[src/rtl/snes_pad_pkg.sv]
// snes_pad_pkg: shared definitions for the SNES/NES pad responder.
// Holds the FSM encoding, the legal frame lengths and the button bit positions
// for both pad types. Optional turbo logic lives behind SNES_PAD_RESPONDER_TURBO_EN.
package snes_pad_pkg;

    typedef enum logic [1:0] {
        IDLE  = 2'd0,
        LATCH = 2'd1,
        SHIFT = 2'd2,
        DONE  = 2'd3
    } pad_state_t;

    localparam int SNES_BITS    = 16;
    localparam int NES_BITS     = 8;
    localparam int BUTTON_WIDTH = 12;

    // SNES serial order, bit i goes out as serial bit i
    localparam int BTN_B     = 0;
    localparam int BTN_Y     = 1;
    localparam int BTN_SEL   = 2;
    localparam int BTN_START = 3;
    localparam int BTN_UP    = 4;
    localparam int BTN_DOWN  = 5;
    localparam int BTN_LEFT  = 6;
    localparam int BTN_RIGHT = 7;
    localparam int BTN_A     = 8;
    localparam int BTN_X     = 9;
    localparam int BTN_L     = 10;
    localparam int BTN_R     = 11;

    // NES serial order, uses the low byte only
    localparam int NES_A     = 0;
    localparam int NES_B     = 1;
    localparam int NES_SEL   = 2;
    localparam int NES_START = 3;
    localparam int NES_UP    = 4;
    localparam int NES_DOWN  = 5;
    localparam int NES_LEFT  = 6;
    localparam int NES_RIGHT = 7;

endpackage

[src/rtl/tts_sync_edge.sv]
// tts_sync_edge: multi-flop synchroniser for one asynchronous level, plus a
// history flop so single-cycle rise/fall pulses can be derived in the clk domain.
// RESET_VAL lets an idle-high line (the pad clock) come out of reset without
// producing a spurious edge.
module tts_sync_edge #(
    parameter int   STAGES    = 2,
    parameter logic RESET_VAL = 1'b0
) (
    input  logic clk,
    input  logic reset,
    input  logic async_in,
    output logic sync_out,
    output logic rise,
    output logic fall
);

    logic [STAGES-1:0] sync_q;
    logic              hist_q;

    // Move the raw level through the synchroniser chain and keep one flop of history behind it
    always_ff @(posedge clk) begin
        if (reset) begin
            sync_q <= {STAGES{RESET_VAL}};
            hist_q <= RESET_VAL;
        end else begin
            sync_q <= {sync_q[STAGES-2:0], async_in};
            hist_q <= sync_q[STAGES-1];
        end
    end

    assign sync_out = sync_q[STAGES-1];
    assign rise     = sync_q[STAGES-1] & ~hist_q;
    assign fall     = ~sync_q[STAGES-1] & hist_q;

endmodule

[src/rtl/snes_pad_responder.sv]
// snes_pad_responder: device side of the NES/SNES pad serial protocol.
// Latch high reloads the button word, latch fall starts a frame, each pad-clock
// rise shifts the next bit onto the active-low data line.
// Optional turbo on buttons[1:0] is enabled with `define SNES_PAD_RESPONDER_TURBO_EN.
module snes_pad_responder #(
    parameter int NUM_BITS    = 16,
    parameter int SYNC_STAGES = 2,
    parameter int TURBO_DIV   = 4
) (
    input  logic        clk,
    input  logic        reset,
    input  logic        latch_in,
    input  logic        pclk_in,
    input  logic [11:0] buttons,
`ifdef SNES_PAD_RESPONDER_TURBO_EN
    input  logic [1:0]  turbo_mask,
`endif
    output logic        data_out,
    output logic        busy,
    output logic        poll_strobe,
    output logic [4:0]  bit_idx
);

    import snes_pad_pkg::*;

    localparam logic [4:0] LAST_IDX    = 5'(NUM_BITS);
    localparam bit         NUM_BITS_OK = (NUM_BITS == SNES_BITS) || (NUM_BITS == NES_BITS);

    logic latch_sync, latch_rise, latch_fall;
    logic pclk_sync, pclk_rise, pclk_fall;

    tts_sync_edge #(.STAGES(SYNC_STAGES), .RESET_VAL(1'b0)) u_latch_sync (
        .clk      (clk),
        .reset    (reset),
        .async_in (latch_in),
        .sync_out (latch_sync),
        .rise     (latch_rise),
        .fall     (latch_fall)
    );

    tts_sync_edge #(.STAGES(SYNC_STAGES), .RESET_VAL(1'b1)) u_pclk_sync (
        .clk      (clk),
        .reset    (reset),
        .async_in (pclk_in),
        .sync_out (pclk_sync),
        .rise     (pclk_rise),
        .fall     (pclk_fall)
    );

    logic [11:0] gated;

`ifdef SNES_PAD_RESPONDER_TURBO_EN
    localparam int TW = (TURBO_DIV < 2) ? 1 : $clog2(TURBO_DIV + 1);

    logic [TW-1:0] turbo_cnt;
    logic          turbo_phase;

    // Count completed polls; every TURBO_DIV polls flip the phase so turbo buttons alternate in blocks
    always_ff @(posedge clk) begin
        if (reset) begin
            turbo_cnt   <= '0;
            turbo_phase <= 1'b0;
        end else if (poll_strobe) begin
            if (turbo_cnt == TW'(TURBO_DIV - 1)) begin
                turbo_cnt   <= '0;
                turbo_phase <= ~turbo_phase;
            end else begin
                turbo_cnt <= turbo_cnt + 1'b1;
            end
        end
    end

    // Phase clear after reset is the "pressed" window, so a held turbo button reads pressed first
    always_comb begin
        gated        = buttons;
        gated[BTN_B] = buttons[BTN_B] & ~(turbo_mask[0] & turbo_phase);
        gated[BTN_Y] = buttons[BTN_Y] & ~(turbo_mask[1] & turbo_phase);
    end
`else
    localparam int TURBO_DIV_UNUSED = TURBO_DIV;
    assign gated = buttons;
`endif

    logic [15:0]         padded;
    logic [NUM_BITS-1:0] load;

    assign padded = {4'b0000, gated};
    assign load   = padded[NUM_BITS-1:0];

    logic unused_sigs;
    assign unused_sigs = ^{latch_rise, pclk_sync, pclk_fall, NUM_BITS_OK, padded};

    pad_state_t          state, state_n;
    logic [NUM_BITS-1:0] shreg, shreg_n;
    logic [4:0]          bit_idx_n;
    logic                data_out_n, busy_n, poll_strobe_n;

    // State and all outputs are registered so data_out never glitches toward the console
    always_ff @(posedge clk) begin
        if (reset) begin
            state       <= IDLE;
            shreg       <= '0;
            bit_idx     <= '0;
            data_out    <= 1'b1;
            busy        <= 1'b0;
            poll_strobe <= 1'b0;
        end else begin
            state       <= state_n;
            shreg       <= shreg_n;
            bit_idx     <= bit_idx_n;
            data_out    <= data_out_n;
            busy        <= busy_n;
            poll_strobe <= poll_strobe_n;
        end
    end

    // Latch high from any other state wins over a same-cycle pad clock and aborts/reloads the frame
    always_comb begin
        state_n       = state;
        shreg_n       = shreg;
        bit_idx_n     = bit_idx;
        data_out_n    = data_out;
        busy_n        = busy;
        poll_strobe_n = 1'b0;

        if (state != LATCH && latch_sync) begin
            state_n    = LATCH;
            shreg_n    = load;
            bit_idx_n  = '0;
            data_out_n = ~load[0];
            busy_n     = 1'b0;
        end else begin
            unique case (state)
                LATCH: begin
                    if (latch_fall) begin
                        state_n       = SHIFT;
                        poll_strobe_n = 1'b1;
                        busy_n        = 1'b1;
                    end else begin
                        shreg_n    = load;
                        bit_idx_n  = '0;
                        data_out_n = ~load[0];
                    end
                end
                SHIFT: begin
                    if (pclk_rise) begin
                        shreg_n   = {1'b0, shreg[NUM_BITS-1:1]};
                        bit_idx_n = bit_idx + 5'd1;
                        if (bit_idx_n == LAST_IDX) begin
                            state_n    = DONE;
                            data_out_n = 1'b1;
                            busy_n     = 1'b0;
                        end else begin
                            data_out_n = ~shreg_n[0];
                        end
                    end
                end
                default: begin
                end
            endcase
        end
    end

endmodule
[config.mk]
export PLATFORM = sky130hd
export DESIGN_NAME = snes_pad_responder
export DESIGN_NICKNAME = d
export VERILOG_FILES = /design/src/rtl/snes_pad_pkg.sv /design/src/rtl/tts_sync_edge.sv /design/src/rtl/snes_pad_responder.sv
export SDC_FILE = /design/constraint.sdc
export NUM_CORES = 1
export LEC_CHECK = 0
export CAP_MARGIN = 25
export CORE_MARGIN = 2
export CORE_UTILIZATION = 32
export DETAILED_ROUTE_END_ITERATION = 7
export MAX_ROUTING_LAYER = met4
export PLACE_DENSITY = 0.61
export SLEW_MARGIN = 20
export SYNTH_ARGS = -nofsm -noshare
export SYNTH_HDL_FRONTEND = slang
export SYNTH_SLANG_ARGS = --single-unit
[constraint.sdc]
create_clock -name clk -period 4.6 [get_ports clk]
set_clock_uncertainty 0.2 [all_clocks]
set_input_delay 0.69 -clock clk [delete_from_list [all_inputs] [get_ports clk]]
set_output_delay 0.69 -clock clk [all_outputs]
set_load 0.01 [all_outputs]
Yosys cells after proc, flatten, opt, wreduce, memory -nomap -nowiden
Cells that the tools add are included.

Register bits after elaboration: 32. Input port bits: 16. Logic and storage cells: 63.

$add $sub $neg: 1. Eq/ne operators: 12. Muxes and demuxes: 22. Bitwise operators: 7. Reductions and logical operators: 9.

Operator list (number): 2-to-1 mux 16 bit (2); one-hot mux 16 bit (2 select lines) (1); 2-to-1 mux 12 bit (1); inequality test 3 bit (second input constant) (4); 2-to-1 mux 5 bit (2); one-hot mux 5 bit (2 select lines) (1); 2-to-1 mux 1 bit (9); inequality test 2 bit (second input constant) (4); AND reduction 4 bit (2); 2-to-1 mux 2 bit (3); AND reduction 3 bit (2); adder 5 x 1 -> 5 bit (second input constant) (1); equality test 5 bit (second input constant) (1); inverter 1 bit (5); one-hot mux 1 bit (2 select lines) (2); one-hot mux 2 bit (2 select lines) (1); nonzero test 3 bit (1); OR reduction 3 bit (1); bitwise AND 1 bit (2); equality test 2 x 1 -> 1 bit (second input constant) (1); equality test 2 bit (second input constant) (1); inequality test 2 x 1 -> 1 bit (second input constant) (1); nonzero test 2 bit (1); OR reduction 2 bit (1); logical AND 1 bit (1).

Logic depth before layout (Yosys ltp)
Gate-level depths: netlist of the first run.

Word-level depth: 6. Depth in mapped cells: 6. Gate-level depth less buffers: 4.

Cells and area by module
From an unflattened synthesis of the first run, not the netlist that was laid out.

Cell total of the unflattened synthesis: 133. Area total of the unflattened synthesis: 1317.5 um^2.

By module, submodules not included: snes_pad_responder (instances 1, cells each 117, area an instance 1133.6 um^2); tts_sync_edge at u_pclk_sync (instances 1, cells each 8, area an instance 92.6 um^2); tts_sync_edge at u_latch_sync (instances 1, cells each 8, area an instance 91.3 um^2).

Worst setup path before layout of the first run
No wires, ideal clock.

Path kind: flip-flop to flip-flop. Start point: reg state[0]. End point: reg shreg[4]. Library setup time: 0.140 ns. Arrival time: 1.380 ns. Required time: 4.260 ns. Path slack: 2.880 ns. Stages on the path, launching flop included: 7. Clock period less this slack: 1.720 ns. Cell sequence: dfxtp_1 and4bb_1 buf_6 or3_4 buf_2 nor2_1 a211oi_2.

Longest elaborated chain between the ends: 4. Elaborated cells between the ends (all ways): 10. Classes of those cells: 5 x eq/ne; 2 x mux; 3 x reduce/logical.

Ends and longest elaborated chain: from (decl) (line snes_pad_responder.sv:93) `pad_state_t state, state_n;`; from (signal assigned) (line snes_pad_responder.sv:108) `state <= state_n;`; inequality test 2 x 1 -> 1 bit (line snes_pad_responder.sv:126) `if (state != LATCH && latch_sync) begin`; logical AND 1 bit (line snes_pad_responder.sv:126); inequality test 3 bit (no line) / nonzero test 3 bit (equally long branches); AND reduction 3 bit (no line); to (signal assigned) (line snes_pad_responder.sv:109) `shreg <= shreg_n;`; to (decl) (line snes_pad_responder.sv:94) `logic [NUM_BITS-1:0] shreg, shreg_n;`.

Parallel ways exist; a longest one is shown, timed or not. A chain may end at the register's enable or synchronous reset.

Final worst setup path of the first run
Start point: reg bit_idx[3]. End point: out bit_idx[3].

RTL lines: from (decl) (line snes_pad_responder.sv:21) `output logic [4:0] bit_idx`; from (signal assigned) (line snes_pad_responder.sv:110) `bit_idx <= bit_idx_n;`.

No word-level cell between the ends.

==> results.yml, run 1 <==
run_status:
  status: "complete, no violations"
sta:
  slew_violations: 0
  setup_ws_ps: 2440
  period_share_pct: 46.9
  hold_viol: 0
  rsz0062_at_grt: "no"
  clock.fmax_ghz: 0.464
  slew_headroom_pct: 67.2
  setup_viol: 0
  finalSetupTns_ps: 0
  fin_crit_ps: 2160
  tightest_slew_ps: 491
clock_network:
  clkTransAtPathRegs_ps: 90
  cts_root_buf: "clkbuf_8"
  clkLatencyLatePin_ps: 270
  clkSinkCount: 27
  numCtsBuffers: 3
  post_cts_buffers: 0
  postCtsResizedCells: 0
  htree_levels: 1
  cts_tree: "built"
  cts_max_path_buffers: 2
  cts-hold-fix-buffers: 0
routing:
  drt_wl_total_um: 2270
  ant_nets: 0
  vias: 945
  wl_per_cell_um: 11.7
  first_pass_iters: 4
  routed_via_density: 4.87
  drt_iter0_markers: 31
  drc: 0
power_and_ir_drop:
  p_sw_share_pct: 22.7
  power_density_nw_per_um2: 282
  seqPwrFrac_pct: 58.0
  p_int_uw: 335
  vdd_drop_max_uv: 245
  p_switching_uw: 98.5
  finalPower_uw: 433
  p_comb_share_pct: 12.5
  clockPowerShare_pct: 29.5
  p_leak_nw: 0.500
synthesis:
  ys_seq_elements: 27
  seq_area_frac_synth_pct: 44.2
  synth_edf_count: 0
  synth-compound-area-share_pct: 20.9
  synth_fp_nets: 141
  synth-async-reset-ratio_pct: 0
  synth_ff_type: "dfxtp_1"
  synth_warnings: 0
  yosys-top-cells-count: "dfxtp_1, nor2_1, mux2i_1, a211oi_2, a21oi_1"
  yosys.area_share.simple_pct: 21.1
  synth_top_family_by_area: "simple AND/OR/NAND/NOR gates"
  synth_area_leaders: "dfxtp_1, a211oi_2, mux2i_1"
  synth_adder_area_share_pct: 1.02
  ys_types: 35
  synth_area_sq_um: 1220
  synth_cells: 124
  synth_top_area_share_pct: 44.2
  avgSynthCellArea_sq_um: 9.87
  synthMuxAreaShare_pct: 9.00
  yosys.area_share.xor_xnor_pct: 0
  yosys.area.top_type: "dfxtp_1"
  synthMostInstantiatedCell: "dfxtp_1"
setup_path:
  critPathBufInv: 1
  cpLargestDelayFamily: "buffers and inverters"
  slowest_stage: "clkdlybuf4s50_1"
  start_kind: "flop"
  slowest_delay_ps: 570
  worstPathCellList: "clkdlybuf4s50_1"
  cp_max_fo: 7
  endpoint_kind: "output port"
  cp.arrival_ps: 1270
  worstSetupPathType: "flop to output port"
  required_ps: 3710
  ff2ff_setup_slack_ps: 2750
layout:
  post-route-cell-area_sq_um: 1540
  nets: 164
  antennaDiodeCount: 0
  fill_cells: 356
  syn_to_final_growth_pct: 25.5
  drive_above_1_share_pct: 14.4
  final_cells: 194
placement:
  place.gp.congestion: 0.708
  dpl.cell_count: 189
  dp_slack_ps: 2010
  hpwl_um: 1670
  post_dp_cell_area_sq_um: 1480
  portBuffers: 23
floorplan:
  core_area_sq_um: 3660
  num_io_pins: 24
  die_area_sq_um: 4330
  die_w_um: 65.8
  die_y_um: 65.8
  row_count: 22
  initial_core_util_pct: 33.4
grt:
  grt_max_degree: 24
  grt_usage_pct: 11.5
  grt_overflow: 0
  first_global_vias: 888
  antenna_found_initial: 0
  grt_pass1_wl_um: 3840
worst_hold_path:
  hold_path_class: "flop to flop"
flow_run:
  cap_violations: 0
[stage by stage]
step | util (%) | hold WS [ps]
CTS | 41.6 | 220
global placement | 40.2 | 193
finish | 41.9 | 216
detailed placement | 40.4 | 199
floorplan | - | 189
global route | 41.9 | 225
[layout by cell type (no fill, tap or decap), drive strengths merged]
master,netlist,layout
clkinv,0,1
a22oi,1,1
nor2,16,16
inv,1,1
dfxtp,27,27
o21bai,1,1
o21ai,4,4
nand3b,3,3
nor3,3,3
nand3,2,2
and2,1,1
and4b,1,1
mux2i,11,11
a21oi,8,8
nand2b,2,2
and4bb,1,1
o31a,1,1
nor2b,6,6
buf,6,2
nor3b,1,1
or2,3,3
a311o,1,1
a41oi,1,1
and2b,1,1
ha,1,1
clkdlybuf4s50,0,23
o211ai,1,1
clkbuf,1,3
nand2,5,5
or4,1,1
a221oi,1,1
a211oi,11,11
or3,1,1
[state kept, by name, summed over array words and instances, names as in the netlist]
| signal | flops |
|---|---|
| data_out | 1 |
| u_latch_sync.sync_q | 2 |
| poll_strobe | 1 |
| busy | 1 |
| shreg | 11 |
| u_pclk_sync.hist_q | 1 |
| u_latch_sync.hist_q | 1 |
| state | 2 |
| bit_idx | 5 |
| u_pclk_sync.sync_q | 2 |
[layout make-up]
cell class                 count  area [sq um]  area share, %
multi-input combinational     89           636           41.4
sequential                    27           541           35.2
timing repair buffer          25           249           16.2
tap                           48          60.1           3.91
clock buffer                   3          41.3           2.69
clock inverter                 1          5.00          0.326
inverter                       1          3.75          0.244
[path summary, 6_finish.rpt]
kind | depth (start not counted) | startpoint | endpoint
worst min register to register | 1 | u_pclk_sync.sync_q[0] | u_pclk_sync.sync_q[1]
worst max register to register | 4 | state[1] | bit_idx[3]
worst min-delay path | 1 | u_pclk_sync.sync_q[0] | u_pclk_sync.sync_q[1]
worst max-delay path | 1 | bit_idx[3] | bit_idx[3]
[power groups by stage]
stage                     Combinational [mW]  Sequential, mW  Clock, mW
final                                 0.0542           0.251      0.128
after global placement                0.0523           0.257          0
after floorplan                       0.0364           0.255          0
after global routing                  0.0595           0.253      0.143
after detailed placement              0.0539           0.257          0
after CTS                             0.0542           0.252      0.135
[per-layer routing]
metal | global-route usage [%] | up-vias | routed length [um]
met3 | 3.75 | 0 | 107
met2 | 19.6 | 18 | 1090
met1 | 13.6 | 438 | 1070
met4 | 1.56 | 0 | 0
met5 | - | - | 0
li1 | - | 489 | -
[kinds of logic (layout without fill, tap and decap cells)]
group                    Yosys count  count (layout)
adder cells (fa/ha/maj)            1               1
buffers and inverters              8              30
flip-flops                        27              27
AND/OR/NAND/NOR                   47              47
multiplexers                      11              11
AO/OA/AOI/OAI                     30              30
No activity file was read; power rests on OpenSTA's default activity.
==> inputs of run 2 (changes only) <==
--- a/config.mk
+++ b/config.mk
@@ -10,7 +10,7 @@
 export CORE_UTILIZATION = 32
 export DETAILED_ROUTE_END_ITERATION = 7
 export MAX_ROUTING_LAYER = met4
-export PLACE_DENSITY = 0.61
+export PLACE_DENSITY = 0.63
 export SLEW_MARGIN = 20
 export SYNTH_ARGS = -nofsm -noshare
 export SYNTH_HDL_FRONTEND = slang
==> constraint.sdc (replaced) <==
create_clock -name clk -period 1.8 [get_ports clk]
set_clock_uncertainty 0.2 [all_clocks]
set_input_delay 0.27 -clock clk [delete_from_list [all_inputs] [get_ports clk]]
set_output_delay 0.27 -clock clk [all_outputs]
set_load 0.01 [all_outputs]
==> run 2 against run 1 <==
  * Power rose to 2.6 times the previous value
  * Non-clock buffer count up 4
  * Flip-flop and latch count unchanged
  * Critical path type is now flop to flop
  * Highest routed layer is now met4
==> results.yml, run 2 (same netlist as run 1, synthesis figures left out) <==
power_and_ir_drop:
  power_density_nw_per_um2: 717
  finalPower_mw: 1.13
  vdd_drop_max_uv: 258
  p_leak_nw: 0.521
run_status:
  status: "complete, no violations"
floorplan:
  die_w_um: 65.8
  initial_core_util_pct: 33.4
  core_area_sq_um: 3660
  row_count: 22
  num_io_pins: 24
  die_area_sq_um: 4330
  die_y_um: 65.8
sta:
  slew_headroom_pct: 73.9
  slew_violations: 0
  hold_viol: 0
  fin_crit_ps: 1750
  clock.fmax_ghz: 0.570
  rsz0062_at_grt: "yes"
  finalSetupTns_ps: 0
  setup_viol: 0
  period_share_pct: 97.5
  tightest_slew_ps: 391
routing:
  routed_via_density: 4.94
  drt_iter0_markers: 60
  vias: 978
  drc: 0
  wl_per_cell_um: 11.9
  drt_wl_total_um: 2360
  first_pass_iters: 4
  ant_nets: 0
clock_network:
  htree_levels: 1
  post_cts_buffers: 0
  cts_root_buf: "clkbuf_8"
  cts_tree: "built"
  clkTransAtPathRegs_ps: 100
  cts_max_path_buffers: 2
  clkSinkCount: 27
  numCtsBuffers: 3
  postCtsResizedCells: 0
  cts-hold-fix-buffers: 0
  clkLatencyLatePin_ps: 270
grt:
  first_global_vias: 876
  globalRouteMet3Util_pct: 2.21
  gr-max-usage-layer: "met2"
  grt_overflow: 0
  grt_pass1_wl_um: 3830
  grtUsageMet2_pct: 19.8
  grt_max_degree: 23
  grt_usage_pct: 11.8
  antenna_found_initial: 0
  gr-usage-met1_pct: 13.8
layout:
  antennaDiodeCount: 0
  final_cells: 198
  final_cell_mix: "dfxtp_1, clkdlybuf4s50_1, nor2_1"
  reg_top3: "shreg: 11 flops, bit_idx: 5 flops"
  nets: 168
  drive_above_1_share_pct: 19.3
  largest_register_ff_count: 11
  syn_to_final_growth_pct: 29.2
  top_register: "shreg"
setup_path:
  r2r_start: "state[1]"
  cp_max_fo: 22
  start_kind: "flop"
  ff2ff_path_depth: 3
  required_ps: 1760
  endpoint_kind: "flop"
  crit_start: "state[1]"
  cp.arrival_ps: 1710
  worstSetupPathType: "flop to flop"
flow_run:
  cap_violations: 0
placement:
  place.gp.congestion: 0.747
  hpwl_um: 1790
  dpl.cell_count: 194
  portBuffers: 23
worst_hold_path:
  hold_path_startpoint: "u_pclk_sync.sync_q[0]"
  hold_path_class: "flop to flop"
  whs_path_depth: 1
run 2: cell count changes in the layout (fill, tap and decap cells not counted):
| cell | previous run | this run |
|---|---|---|
| buf_4 | 1 | 5 |
| buf_12 | 0 | 1 |
| clkinvlp_4 | 0 | 1 |
| clkinv_2 | 1 | 0 |
| buf_6 | 1 | 0 |
| dfxtp_2 | 0 | 4 |
| dfxtp_1 | 27 | 23 |
run 2: routing by layer:
layer	share of wire (%)	wire (um)	vias to the layer above
met5	0	0	-
met4	0.42	10	0
met3	4.4	104	2
met2	51	1200	14
met1	44	1050	462
li1	-	-	500
run 2: path summary, 6_finish.rpt:
| check | endpoint | slack, ps |
|---|---|---|
| hold reg to reg | u_pclk_sync.sync_q[1] | 220 |
| setup reg to reg | data_out | 50 |
| hold / removal | u_pclk_sync.sync_q[1] | 220 |
| setup / recovery | data_out | 50 |
run 2: final cells by class:
type / instances / area, sq um
inverter: 1 / 3.75
clock buffer: 3 / 41.3
sequential: 27 / 546
timing repair buffer: 29 / 288
tap: 48 / 60.1
fill: 356 / 2080
clock inverter: 1 / 7.51
multi-input combinational: 89 / 636
run 2: stage by stage:
| stage | area [sq um] | worst slack, ps | utilization (%) | hold slack, ps |
|---|---|---|---|---|
| 2_1_floorplan | 1220 | 80.0 | - | 142 |
| 3_3_place_gp | 1530 | 85.6 | 41.7 | 195 |
| 3_5_place_dp | 1530 | 31.4 | 41.7 | 194 |
| 4_1_cts | 1580 | 3.50 | 43.1 | 218 |
| 5_1_grt | 1580 | -12.2 | 43.2 | 228 |
| 6_report | 1580 | 45.7 | 43.2 | 216 |
run 2: power breakdown:
part	total (mW)	switching [mW]	internal, mW
combinational	0.145	0.0643	0.0812
sequential	0.643	0.0164	0.626
clock	0.346	0.189	0.157
total	1.13	0.270	0.865
run 2: critical path, cell delays in order, from the launching register on:
cell	delay, ps
dfxtp_1	360
and4bb_1	270
or3_4	520
a311o_1	310
==> inputs of run 3 (changes only) <==
--- a/config.mk
+++ b/config.mk
@@ -8,6 +8,7 @@
 export CAP_MARGIN = 25
 export CORE_MARGIN = 2
 export CORE_UTILIZATION = 32
+export CTS_CLUSTER_SIZE = 24
 export DETAILED_ROUTE_END_ITERATION = 7
 export MAX_ROUTING_LAYER = met4
 export PLACE_DENSITY = 0.63
==> results of run 3 <==
Same layout as run 2: the final DEF is identical, and so are final timing and power.
